<file path="src/rtl/run_detector_pkg.sv">
// run_detector_pkg
//   Shared definitions for the run detector.
//   - state_t : per-channel FSM state (IDLE, COUNT, DET), 2-bit encoding
//   - HIT_W   : width of the optional per-channel hit counter
package run_detector_pkg;

   typedef enum logic [1:0] {
      IDLE  = 2'b00,
      COUNT = 2'b01,
      DET   = 2'b10
   } state_t;

   localparam int HIT_W = 8;

endpackage

</file>
<file path="src/rtl/run_detector_ch.sv">
// run_detector_ch
//   One detector channel. It counts consecutive enabled cycles with x high.
//   When the run starts, it samples y to select the run threshold (LEN_A or LEN_B).
//   The channel enters DET once the run reaches that threshold.
//   Ports:
//     clk, rst     : clock and synchronous active-high reset
//     en           : advance enable; 0 holds all state
//     x            : run input
//     y            : mode select, sampled only in IDLE when a run starts
//     z            : detect flag (state == DET), registered
//     z_rise       : one-cycle pulse in the first cycle z is high
//     hit_cnt      : saturating count of z_rise pulses (only when
//                    RUN_DETECTOR_HITCNT_EN is defined)
module run_detector_ch
   import run_detector_pkg::*;
#(
   parameter int CNT_W = 4,
   parameter int LEN_A = 1,
   parameter int LEN_B = 2
)(
   input  logic clk,
   input  logic rst,
   input  logic en,
   input  logic x,
   input  logic y,
   output logic z,
   output logic z_rise
`ifdef RUN_DETECTOR_HITCNT_EN
   ,
   output logic [HIT_W-1:0] hit_cnt
`endif
);

   localparam logic [CNT_W-1:0] THR_A   = CNT_W'(LEN_A);
   localparam logic [CNT_W-1:0] THR_B   = CNT_W'(LEN_B);
   localparam logic [CNT_W-1:0] ONE     = CNT_W'(1);
   localparam logic [CNT_W-1:0] CNT_MAX = '1;

   state_t           state_q, state_d;
   logic [CNT_W-1:0] cnt_q, cnt_d;
   logic [CNT_W-1:0] thr_q, thr_d;
   logic [CNT_W-1:0] cnt_inc;
   logic [CNT_W-1:0] thr_new;
   logic             rise_q, rise_d;

   assign cnt_inc = cnt_q + ONE;
   assign thr_new = y ? THR_B : THR_A;

   always_comb begin
      state_d = state_q;
      cnt_d   = cnt_q;
      thr_d   = thr_q;
      if (en) begin
         if (!x) begin
            state_d = IDLE;
            cnt_d   = '0;
         end else begin
            case (state_q)
               IDLE: begin
                  thr_d   = thr_new;
                  cnt_d   = ONE;
                  state_d = (thr_new == ONE) ? DET : COUNT;
               end
               COUNT: begin
                  cnt_d   = cnt_inc;
                  state_d = (cnt_inc == thr_q) ? DET : COUNT;
               end
               DET: begin
                  // Saturate rather than wrap during long runs.
                  cnt_d   = (cnt_q == CNT_MAX) ? cnt_q : cnt_inc;
                  state_d = DET;
               end
               default: begin
                  state_d = IDLE;
                  cnt_d   = '0;
               end
            endcase
         end
      end
      // The pulse is set only on a transition into DET. A held DET, including one held by en=0, clears it.
      rise_d = (state_d == DET) && (state_q != DET);
   end

   always_ff @(posedge clk) begin
      if (rst) begin
         state_q <= IDLE;
         cnt_q   <= '0;
         thr_q   <= '0;
         rise_q  <= 1'b0;
      end else begin
         state_q <= state_d;
         cnt_q   <= cnt_d;
         thr_q   <= thr_d;
         rise_q  <= rise_d;
      end
   end

   assign z      = (state_q == DET);
   assign z_rise = rise_q;

`ifdef RUN_DETECTOR_HITCNT_EN
   always_ff @(posedge clk) begin
      if (rst) begin
         hit_cnt <= '0;
      end else if (rise_q && (hit_cnt != {HIT_W{1'b1}})) begin
         hit_cnt <= hit_cnt + HIT_W'(1);
      end
   end
`endif

endmodule

</file>
<file path="src/rtl/run_detector.sv">
// run_detector
//   CH independent run detectors. Each channel i sees x[i], y[i] and drives
//   z[i], z_rise[i]. The shared en freezes every channel.
//   Optional macro: RUN_DETECTOR_HITCNT_EN adds hit_cnt (CH*8 bits,
//   channel i at [8i+7:8i]) with a saturating z_rise count per channel.
//   Ports:
//     clk, rst : clock and synchronous active-high reset
//     en       : global advance enable
//     x, y     : per-channel run input and mode select
//     z        : per-channel detect flag (registered)
//     z_rise   : per-channel first-cycle-of-detect pulse
module run_detector
   import run_detector_pkg::*;
#(
   parameter int CH    = 4,
   parameter int CNT_W = 4,
   parameter int LEN_A = 1,
   parameter int LEN_B = 2
)(
   input  logic          clk,
   input  logic          rst,
   input  logic          en,
   input  logic [CH-1:0] x,
   input  logic [CH-1:0] y,
   output logic [CH-1:0] z,
   output logic [CH-1:0] z_rise
`ifdef RUN_DETECTOR_HITCNT_EN
   ,
   output logic [CH*HIT_W-1:0] hit_cnt
`endif
);

   if (CH < 1 || CH > 16) begin : g_bad_ch
      $error("run_detector: CH out of range 1..16");
   end
   if (CNT_W < 2 || CNT_W > 8) begin : g_bad_cnt_w
      $error("run_detector: CNT_W out of range 2..8");
   end
   if (LEN_A < 1 || LEN_A > (1 << CNT_W) - 1) begin : g_bad_len_a
      $error("run_detector: LEN_A out of range");
   end
   if (LEN_B < 1 || LEN_B > (1 << CNT_W) - 1) begin : g_bad_len_b
      $error("run_detector: LEN_B out of range");
   end

   for (genvar i = 0; i < CH; i++) begin : g_ch
      run_detector_ch #(
         .CNT_W(CNT_W),
         .LEN_A(LEN_A),
         .LEN_B(LEN_B)
      ) u_ch (
         .clk    (clk),
         .rst    (rst),
         .en     (en),
         .x      (x[i]),
         .y      (y[i]),
         .z      (z[i]),
         .z_rise (z_rise[i])
`ifdef RUN_DETECTOR_HITCNT_EN
         ,
         .hit_cnt(hit_cnt[HIT_W*i +: HIT_W])
`endif
      );
   end

endmodule

</file>
<file path="config.mk">
export PLATFORM = sky130hd
export DESIGN_NAME = run_detector
export DESIGN_NICKNAME = d
export VERILOG_FILES = /design/src/rtl/run_detector_pkg.sv /design/src/rtl/run_detector_ch.sv /design/src/rtl/run_detector.sv
export SDC_FILE = /design/constraint.sdc
export NUM_CORES = 1
export LEC_CHECK = 0
export ABC_CLOCK_PERIOD_IN_PS = 1800
export CAP_MARGIN = 15
export CORE_MARGIN = 2
export CORE_UTILIZATION = 35
export DETAILED_ROUTE_END_ITERATION = 10
export SKIP_LAST_GASP = 1
export SYNTH_ARGS = -nofsm -noshare
export SYNTH_HDL_FRONTEND = slang
export SYNTH_HIERARCHICAL = 1
export SYNTH_SLANG_ARGS = --single-unit
export TNS_END_PERCENT = 10
</file>
<file path="constraint.sdc">
create_clock -name clk -period 1.8 [get_ports clk]
set_input_delay 0.36 -clock clk [delete_from_list [all_inputs] [get_ports clk]]
set_output_delay 0.36 -clock clk [all_outputs]
set_load 0.02 [all_outputs]
</file>
After elaboration in Yosys (flattened, before gate mapping)
Index checks and enable logic that the tools add are counted.
W data, S select, Z words.
Storage, ports and cells
  flip-flop bits (word level): 44
  bits of input ports: 11
  output and inout port bits: 8
  logic and storage cells: 104
Operators by class
  $add $sub $neg: 4
  equal/unequal tests: 32
  muxes and demuxes: 36
  reduce and logical (&&, ||, !) cells: 16
Operators by type and width (count)
  $pmux W4 S3: 4
  $mux W2: 20
  $mux W4: 8
  $pmux W2 S3: 4
  $add A4 B1 Y4 const B: 4
  $eq A2 B2 Y1 const B: 8
  $eq A4 B1 Y1 const B: 4
  $eq A4 B4 Y1: 4
  $eq A4 B4 Y1 const B: 4
  $ne A3 B3 Y1 const B: 4
  $reduce_and A3 Y1: 4
  $eq A2 B1 Y1 const B: 4
  $logic_not A2 Y1: 4
  $ne A2 B2 Y1 const B: 4
  $reduce_and A2 Y1: 4
  $logic_and A1 B1 Y1: 4

Depth between registers and ports, before layout
Gate-level depths: netlist of run 1.
  depth after elaboration: 8
  mapped depth: 6
  gate-level depth less buffers: 6

Hierarchy
Netlist of run 1, hierarchy kept.
Modules (own cells, without submodules)
  run_detector_ch at g_ch[0].u_ch ...: times used 3, cells each 67, area each 558.0 µm², sequential area each 180.2 µm²
  run_detector_ch at g_ch[1].u_ch: times used 1, cells each 63, area each 561.8 µm², sequential area each 180.2 µm²

Worst setup path after synthesis of run 1
No wires, ideal clock.
  path kind: register to register
  start point: register g_ch[0].u_ch.state_q[0]
  end point: register g_ch[0].u_ch.cnt_q[0]
  library setup time: 70 ps
  arrival time: 1541 ps
  required time: 1730 ps
  setup slack: 189 ps
  stages on the path, launching flop included: 7
  buffers on the path: 0
  period minus slack after synthesis: 1611 ps
  path through: dfxtp_1 > inv_1 > ha_1 > nand2_1 > o21ai_2 > or4b_1 > a21oi_1
Between the ends
  longest elaborated chain between the ends: 3
  elaborated cells between the ends (all ways): 7
  classes of those cells: eq/ne (3); mux (2); reduce/logical (2)
RTL lines
  start: declaration: RTL line run_detector_ch.sv:39  | state_t state_q, state_d;
  start signal: assignment: RTL line run_detector_ch.sv:91  | state_q <= state_d;
  $eq A2 B2 Y1 *
  named net z[0]: RTL line run_detector.sv:25  | output logic [CH-1:0] z,
  $pmux W4 S3 or $ne A3 B3 Y1 (tied branches)
  $mux W4 or $reduce_and A2 Y1 (tied branches)
  end signal: assignment: RTL line run_detector_ch.sv:92  | cnt_q <= cnt_d;
  end: declaration: RTL line run_detector_ch.sv:40  | logic [CNT_W-1:0] cnt_q, cnt_d;
Mark *: on every way through the listed nets, which the timed path passes. The rest lies on a longest branch.
A chain may end at the register's enable or synchronous reset.

Final worst setup path of run 1
  start point: register g_ch[1].u_ch.state_q[0]
  end point: output z[1]
Between the ends
  longest elaborated chain between the ends: 1
RTL lines
  start: declaration: RTL line run_detector_ch.sv:39
  start signal: assignment: RTL line run_detector_ch.sv:91
  $eq A2 B2 Y1: RTL line run_detector_ch.sv:98  | assign z = (state_q == DET);
  end: declaration: RTL line run_detector.sv:25
No other way between the ends.

==> qor.csv, run 1 <==
stage,metric,value,unit
place,I/O Buffers,18,
floorplanning,Core ar.,0.006277,mm²
clock_tree,Clock Latency Late Sink,0.29,ns
route,via count,1953,
pwr,sw frac,0.2524,
cells_and_area,area delta synth->final,22.89,%
synthesis,number of synthesized flops with an enable pin,0,
pwr,Net Sw Power,494.0,µW
cells_and_area,Nets,329,
place,Inst Count DP,368,
pwr,clock network fraction of design power,0.406,
timing,clk_skew,0.005951,ns
clock_tree,clock sink total,36,
clock_tree,Hold Buf Count CTS,0,
synthesis,Yosys top cell area share,0.3223,
timing,Tmin final,1.945,ns
floorplanning,# IOs,19,
timing,Peak Freq,514.2,MHz
critical_path,worst path arrival time,1.58,ns
floorplanning,Die Height,83.93,µm
run_status,failing checks,setup timing,
place,dpl hpwl,3.490,mm
synthesis,post-synth top area cell,dfxtp_1,
timing,RSZ-0062 raised after global routing,true,
floorplanning,Die ar.,0.007043,mm²
critical_path,Startpoint Class,register,
flow_run,Max Cap Viol,0,
place,dpl ws,-0.06890,ns
cells_and_area,layout cells sized above 1,0.1171,
synthesis,top-count cell post-synth,dfxtp_1,
critical_path,critical path class,reg -> out,
global_route,GRT overflow,0,
timing,setup violators final,2,
timing,Slew @ Worst Pin,0.2811,ns
synthesis,Syn Nets,295,
critical_path,buffer and inverter count on the worst path,2,
synthesis,area of the mapped netlist,0.002236,mm²
timing,Relative slew margins,0.8113,
critical_path,worst r2r src,g_ch[3].u_ch/state_q[0],
route,TritonRoute pass-1 iters,4,
pwr,part of the power in registers,0.433,
critical_path,slowest stage cell on the critical path,clkdlybuf4s50_1,
critical_path,top fanout value on the critical path,4,
pwr,Worst IR Drop VDD,342.3,µV
floorplanning,Starting Density,0.3562,
route,post-route ant nets,0,
synthesis,Synth top cells by count,"36 x dfxtp_1, 26 x a21oi_1, 25 x nor2_1",
global_route,initial antenna violation count,0,
global_route,overall routing resource usage,0.1455,
cells_and_area,fin cells,376,
synthesis,synth warn,6,
route,DR DRC count,0,
place,GP Congestion,0.7979,
global_route,vias in the first global route,1933,
critical_path,Worst setup EP type,output port,
timing,Slew Limit Fails,0,
floorplanning,Die W,83.93,µm
critical_path,worst reg2reg endpoint,g_ch[3].u_ch/cnt_q[0],
clock_tree,clk slew on worst S/H paths,0.07,ns
synthesis,synth top area cells,"dfxtp_1 32%, ha_1 11%, a21oi_1 5.8%",
critical_path,Top Family by Delay on Critical Path,buffers and inverters,
pwr,pwr dens,712.4,mW/mm²
min_path,hold endpoint,g_ch[3].u_ch/cnt_q[1],
clock_tree,TritonCTS clock tree,built,
min_path,Hold Crit Depth,2,
critical_path,Worst Path Required,1.44,ns
synthesis,number of synthesized register bits,36,
clock_tree,deepest clock path buffer count,2,
clock_tree,H-tree Lvls,2,
synthesis,post-synth cell types,45,
synthesis,sequential area share after synthesis,0.3223,
run_status,outcome,"finished, violations left",
route,wire per inst,12.62,µm
pwr,combinational share of power,0.161,
min_path,Hold Crit Start,g_ch[3].u_ch/cnt_q[1],
cells_and_area,diodes inserted,0,
min_path,HP Class,reg -> reg,
synthesis,Async SR Flop Fraction,0,
route,Initial DRC Count,114,
route,routed wire length,4.746,mm
global_route,global-route wire length before repair,8.459,mm
floorplanning,Cell Rows,29,
pwr,Pint,1.463,mW
timing,worst setup margin,-0.1447,ns
critical_path,CP Cell Sequence,"inv_1, ha_1, clkdlybuf4s50_1",
timing,final hold vios,0,
clock_tree,CTS Buf Count,5,
pwr,Leakage,1.119,nW
critical_path,Crit path largest cell delay,0.63,ns
route,Vias/cell,5.194,
synthesis,syn avg cell area,8.469,µm²
critical_path,Reg2Reg Setup Slack,0.12,ns
critical_path,r2r worst-path depth,6,
global_route,largest net degree at the start of global routing,24,
clock_tree,Root Buffer,clkbuf_8,
synthesis,Syn Inst Count,264,
timing,Tcrit/Tclk final,1.080,
synthesis,top_reg_cell synth,dfxtp_1,
## logic make-up after synthesis
logic type | synth area share
flip-flops | 0.3223
buffers and inverters | 0.03693
XOR/XNOR | 0.07779
adder cells (fa/ha/maj) | 0.1119
AO/OA/AOI/OAI | 0.1701
AND/OR/NAND/NOR | 0.2585
multiplexers | 0.02238
## worst register-to-register path: cells and delay by family, from the launching register on
family | cells | cell delay [ns]
compound gates | 2 | 0.23
fa+ha+maj | 1 | 0.27
buf+inv | 1 | 0.09
flops | 1 | 0.41
simple gates | 2 | 0.61
## state kept, by name, summed over array words and instances (netlist names)
name	flops
g_ch.u_ch/state_q	8
g_ch.u_ch/thr_q	8
g_ch.u_ch/z_rise	4
g_ch.u_ch/cnt_q	16
## placed cells by master, fill, tap and decap left out, types with 4 or more instances in the layout
master / count
a21oi_1: 26
nand2b_1: 4
nand4_1: 4
nand3_1: 12
inv_1: 18
or3_1: 5
buf_4: 11
nand3b_1: 6
xor2_1: 7
clkbuf_8: 7
nor3_1: 4
ha_1: 20
clkdlybuf4s50_1: 16
xnor2_1: 11
nand2_1: 24
nor2_1: 25
mux2i_1: 5
nor2b_1: 5
dfxtp_1: 36
o21ai_0: 4
## area by class of cell
class	instances	area, µm²
multi-input combinational	206	1433
tap	77	96.34
timing repair buffer	31	304.0
clock inverter	1	30.03
sequential	36	720.7
inverter	18	67.56
fill	621	3530
clock buffer	7	96.34
## power by group through the flow
stage                     Clock, mW  Sequential (mW)  Combinational [mW]
after global routing          0.849            0.851               0.351
after global placement            0            0.865               0.314
final                         0.796            0.847               0.315
after CTS                     0.820            0.847               0.315
after floorplan                   0            0.868               0.187
after detailed placement          0            0.865               0.315
## worst max-delay path by stage
stage	cells after the start	end	from
floorplan	6	g_ch[0].u_ch/cnt_q[0]	g_ch[0].u_ch/state_q[0]
CTS	2	z[2]	g_ch[2].u_ch/state_q[1]
finish	3	z[1]	g_ch[1].u_ch/state_q[0]
global route	3	z[0]	g_ch[0].u_ch/state_q[0]
detailed placement	6	g_ch[2].u_ch/z_rise	en
global placement	6	g_ch[0].u_ch/z_rise	en
## routing by layer
| metal | global-route usage | routed length (µm) | vias up |
|---|---|---|---|
| met1 | 0.1931 | 2385 | 930 |
| li1 | - | - | 992 |
| met4 | 0.05718 | 64 | 0 |
| met2 | 0.2305 | 2157 | 25 |
| met3 | 0.03066 | 138 | 6 |
| met5 | 0 | 0 | - |
## per-stage QoR
stage | TNS [ns] | hold slack (ns) | cell area, µm² | total power, mW | utilization
2_1_floorplan | 0 | 0.4605 | 2236 | 1.054 | -
3_3_place_gp | -0.3225 | 0.4759 | 2620 | 1.179 | 0.4174
3_5_place_dp | -0.4088 | 0.4789 | 2620 | 1.180 | 0.4174
4_1_cts | -0.4862 | 0.4922 | 2745 | 1.982 | 0.4373
5_1_grt | -0.5103 | 0.5221 | 2748 | 2.051 | 0.4377
6_report | -0.2858 | 0.4870 | 2748 | 1.957 | 0.4377
## timing repair
item,in CTS,in global routing
endpoints found under the setup margin,4,3
pin swaps,0,0
setup buffers,0,0
gates resized for setup,1,1
(Power assumes the default switching activity.)
==> run 2, diff against run 1 <==
--- a/config.mk
+++ b/config.mk
@@ -10,6 +10,7 @@
 export CORE_MARGIN = 2
 export CORE_UTILIZATION = 35
 export DETAILED_ROUTE_END_ITERATION = 10
+export GPL_ROUTABILITY_DRIVEN = 0
 export SKIP_LAST_GASP = 1
 export SYNTH_ARGS = -nofsm -noshare
 export SYNTH_HDL_FRONTEND = slang
==> results of run 2 <==
The final DEF is identical to that of run 1; final timing and power are the same.
==> run 3, diff against run 2 <==
--- a/config.mk
+++ b/config.mk
@@ -5,8 +5,9 @@
 export SDC_FILE = /design/constraint.sdc
 export NUM_CORES = 1
 export LEC_CHECK = 0
-export ABC_CLOCK_PERIOD_IN_PS = 1800
+export ABC_CLOCK_PERIOD_IN_PS = 1970
 export CAP_MARGIN = 15
+export CORE_ASPECT_RATIO = 1.5
 export CORE_MARGIN = 2
 export CORE_UTILIZATION = 35
 export DETAILED_ROUTE_END_ITERATION = 10
==> constraint.sdc (replaced) <==
create_clock -name clk -period 1.97 [get_ports clk]
set_input_delay 0.197 -clock clk [delete_from_list [all_inputs] [get_ports clk]]
set_output_delay 0.197 -clock clk [all_outputs]
set_load 0.02 [all_outputs]
==> run 3 against run 2 <==
The flow now finishes without violations. Combinational power is 15% lower. Global-route usage is 0.32 points higher. Die area is 0.19% higher. Sequential share of layout area is 1.2 points higher. Highest routed layer unchanged.
==> qor.csv, run 3 (synthesized netlist as in run 1, its figures left out) <==
stage,metric,value,unit,change
critical_path,Top Family by Delay on Critical Path,buffers and inverters,,
clock_tree,H-tree Lvls,2,,unchanged
critical_path,critical path class,reg -> out,,
critical_path,worst path arrival time,1.65,ns,+0.07 ns
critical_path,CP Cell Sequence,"inv_1, ha_1, clkdlybuf4s50_1",,
timing,Relative slew margins,0.8022,,-0.009129
route,Vias/cell,5.288,,+1.8%
floorplanning,Core ar.,0.006175,mm²,-1.6%
clock_tree,Hold Buf Count CTS,0,,unchanged
timing,Final TNS setup,0,ns,+0.2858 ns
critical_path,Worst Path Required,1.77,ns,+0.33 ns
route,wire per inst,13.26,µm,+5.0%
clock_tree,post-CTS setup buffer count,0,,unchanged
floorplanning,Cell Rows,35,,+21%
cells_and_area,utilization after layout,0.4259,,-0.01177
min_path,HP Class,reg -> reg,,
global_route,largest net degree at the start of global routing,36,,+50%
place,dpl hpwl,3.494,mm,+0.13%
route,routed wire length,4.786,mm,+0.84%
global_route,vias in the first global route,1926,,-0.36%
clock_tree,clock sink total,36,,unchanged
critical_path,slowest stage cell on the critical path,clkdlybuf4s50_1,,
flow_run,Max Cap Viol,0,,unchanged
route,TritonRoute pass-1 iters,4,,unchanged
critical_path,buffer and inverter count on the worst path,2,,unchanged
cells_and_area,area delta synth->final,17.63,%,
cells_and_area,layout cells sized above 1,0.08014,,-0.03692
timing,RSZ-0062 raised after global routing,false,,
cells_and_area,most frequent cells in the layout,"36 x dfxtp_1, 26 x a21oi_1, 25 x nor2_1, 24 x nand2_1, 20 x ha_1",,
floorplanning,Die Height,101.9,µm,+21%
floorplanning,# IOs,19,,unchanged
clock_tree,CTS Buf Count,5,,unchanged
pwr,pwr dens,620.1,mW/mm²,-13%
pwr,Worst IR Drop VDD,213.7,µV,-38%
global_route,GRT overflow,0,,unchanged
timing,Tmin final,1.844,ns,
cells_and_area,"most common cell after layout, fill and taps aside",dfxtp_1,,
global_route,global-route wire length before repair,8.500,mm,+0.48%
cells_and_area,fillers,626,,+0.81%
place,placed cell areas,0.002534,mm²,-3.3%
timing,Slew Limit Fails,0,,unchanged
timing,clk_skew,0.006761,ns,+0.0008102 ns
cells_and_area,fin cells,361,,-4.0%
timing,Peak Freq,542.2,MHz,
timing,worst setup margin,0.1257,ns,+0.2704 ns
cells_and_area,max reg flops,16,,unchanged
place,dpl ws,0.2264,ns,+0.2953 ns
route,via count,1909,,-2.3%
run_status,outcome,completed,,
clock_tree,Post-CTS Resized,0,,-1
critical_path,Setup crit start,g_ch[2].u_ch/state_q[0],,
critical_path,worst r2r src,g_ch[0].u_ch/state_q[0],,
floorplanning,Starting Density,0.3621,,+0.005918
clock_tree,Clock Latency Late Sink,0.29,ns,about the same
place,Inst Count DP,354,,-3.8%
timing,Tcrit/Tclk final,0.9362,,
cells_and_area,cell area after layout,0.002630,mm²,-4.3%
route,post-route ant nets,0,,unchanged
global_route,overall routing resource usage,0.1487,,+0.003186
clock_tree,TritonCTS clock tree,built,,
clock_tree,deepest clock path buffer count,2,,unchanged
cells_and_area,diodes inserted,0,,unchanged
floorplanning,Die W,69.26,µm,-17%
clock_tree,clk slew on worst S/H paths,0.07,ns,about the same
route,Initial DRC Count,74,,-35%
place,I/O Buffers,18,,unchanged
min_path,Hold Crit Start,g_ch[0].u_ch/cnt_q[1],,
pwr,Leakage,1.029,nW,-8.1%
clock_tree,Root Buffer,clkbuf_8,,
critical_path,Crit path largest cell delay,0.64,ns,about the same
timing,final hold vios,0,,unchanged
critical_path,top fanout value on the critical path,4,,unchanged
timing,setup violators final,0,,-2
route,DR DRC count,0,,unchanged
cells_and_area,Nets,318,,-3.3%
critical_path,Worst setup EP type,output port,,
floorplanning,Die ar.,0.007057,mm²,+0.19%
cells_and_area,Top reg by flops,g_ch.u_ch/cnt_q,,
cells_and_area,largest registers,"g_ch.u_ch/cnt_q (16), g_ch.u_ch/state_q (8), g_ch.u_ch/thr_q (8)",,
timing,Slew @ Worst Pin,0.2967,ns,+0.01558 ns
critical_path,Startpoint Class,register,,
global_route,initial antenna violation count,0,,unchanged
-- run 3: layer usage --
| metal | global-route usage | vias to the layer above | part of all wire | wire [µm] |
|---|---|---|---|---|
| met3 | 0.03846 | 7 | 0.039 | 189 |
| met2 | 0.2729 | 35 | 0.52 | 2505 |
| met4 | 0.06787 | 0 | 0.019 | 91 |
| li1 | - | 969 | - | - |
| met1 | 0.1601 | 898 | 0.42 | 1999 |
| met5 | 0 | - | 0 | 0 |
-- run 3: power by group --
part	internal (mW)	total [mW]	leakage (nW)	switching (mW)
Clock	0.312	0.587	0.0503	0.275
Combinational	0.124	0.267	0.686	0.143
Sequential	0.753	0.777	0.293	0.0242
-- run 3: path summary, 6_finish.rpt --
path                                         endpoint  slack (ns)  cells after the start
worst max-delay path                             z[2]        0.13                      3
worst min-delay path            g_ch[0].u_ch/cnt_q[1]        0.50                      2
worst max register to register  g_ch[0].u_ch/cnt_q[0]        0.29                      6
worst min register to register  g_ch[0].u_ch/cnt_q[1]        0.50                      2
-- run 3: cell type report --
| class | count | area, µm² | area share |
|---|---|---|---|
| clock buffers | 7 | 96.34 | 0.03663 |
| flip-flops and latches | 36 | 720.7 | 0.2740 |
| inverters | 18 | 67.56 | 0.02569 |
| repair buffers | 20 | 220.2 | 0.08373 |
| multi-input cells | 206 | 1433 | 0.5447 |
| well taps | 74 | 92.59 | 0.03520 |
-- run 3: worst register-to-register path: cells and delay by family, from the launching register on --
kind | cells | cell delay (ns)
adder cells (fa/ha/maj) | 1 | 0.27
AO/OA/AOI/OAI | 2 | 0.23
flip-flops | 1 | 0.41
AND/OR/NAND/NOR | 2 | 0.63
buffers and inverters | 1 | 0.08
-- run 3: stage by stage --
stage               hold slack [ns]  power [mW]
floorplan                    0.3409      0.9633
global placement             0.4770       1.062
detailed placement           0.4856       1.063
CTS                          0.4996       1.667
global route                 0.5159       1.726
finish                       0.4960       1.631
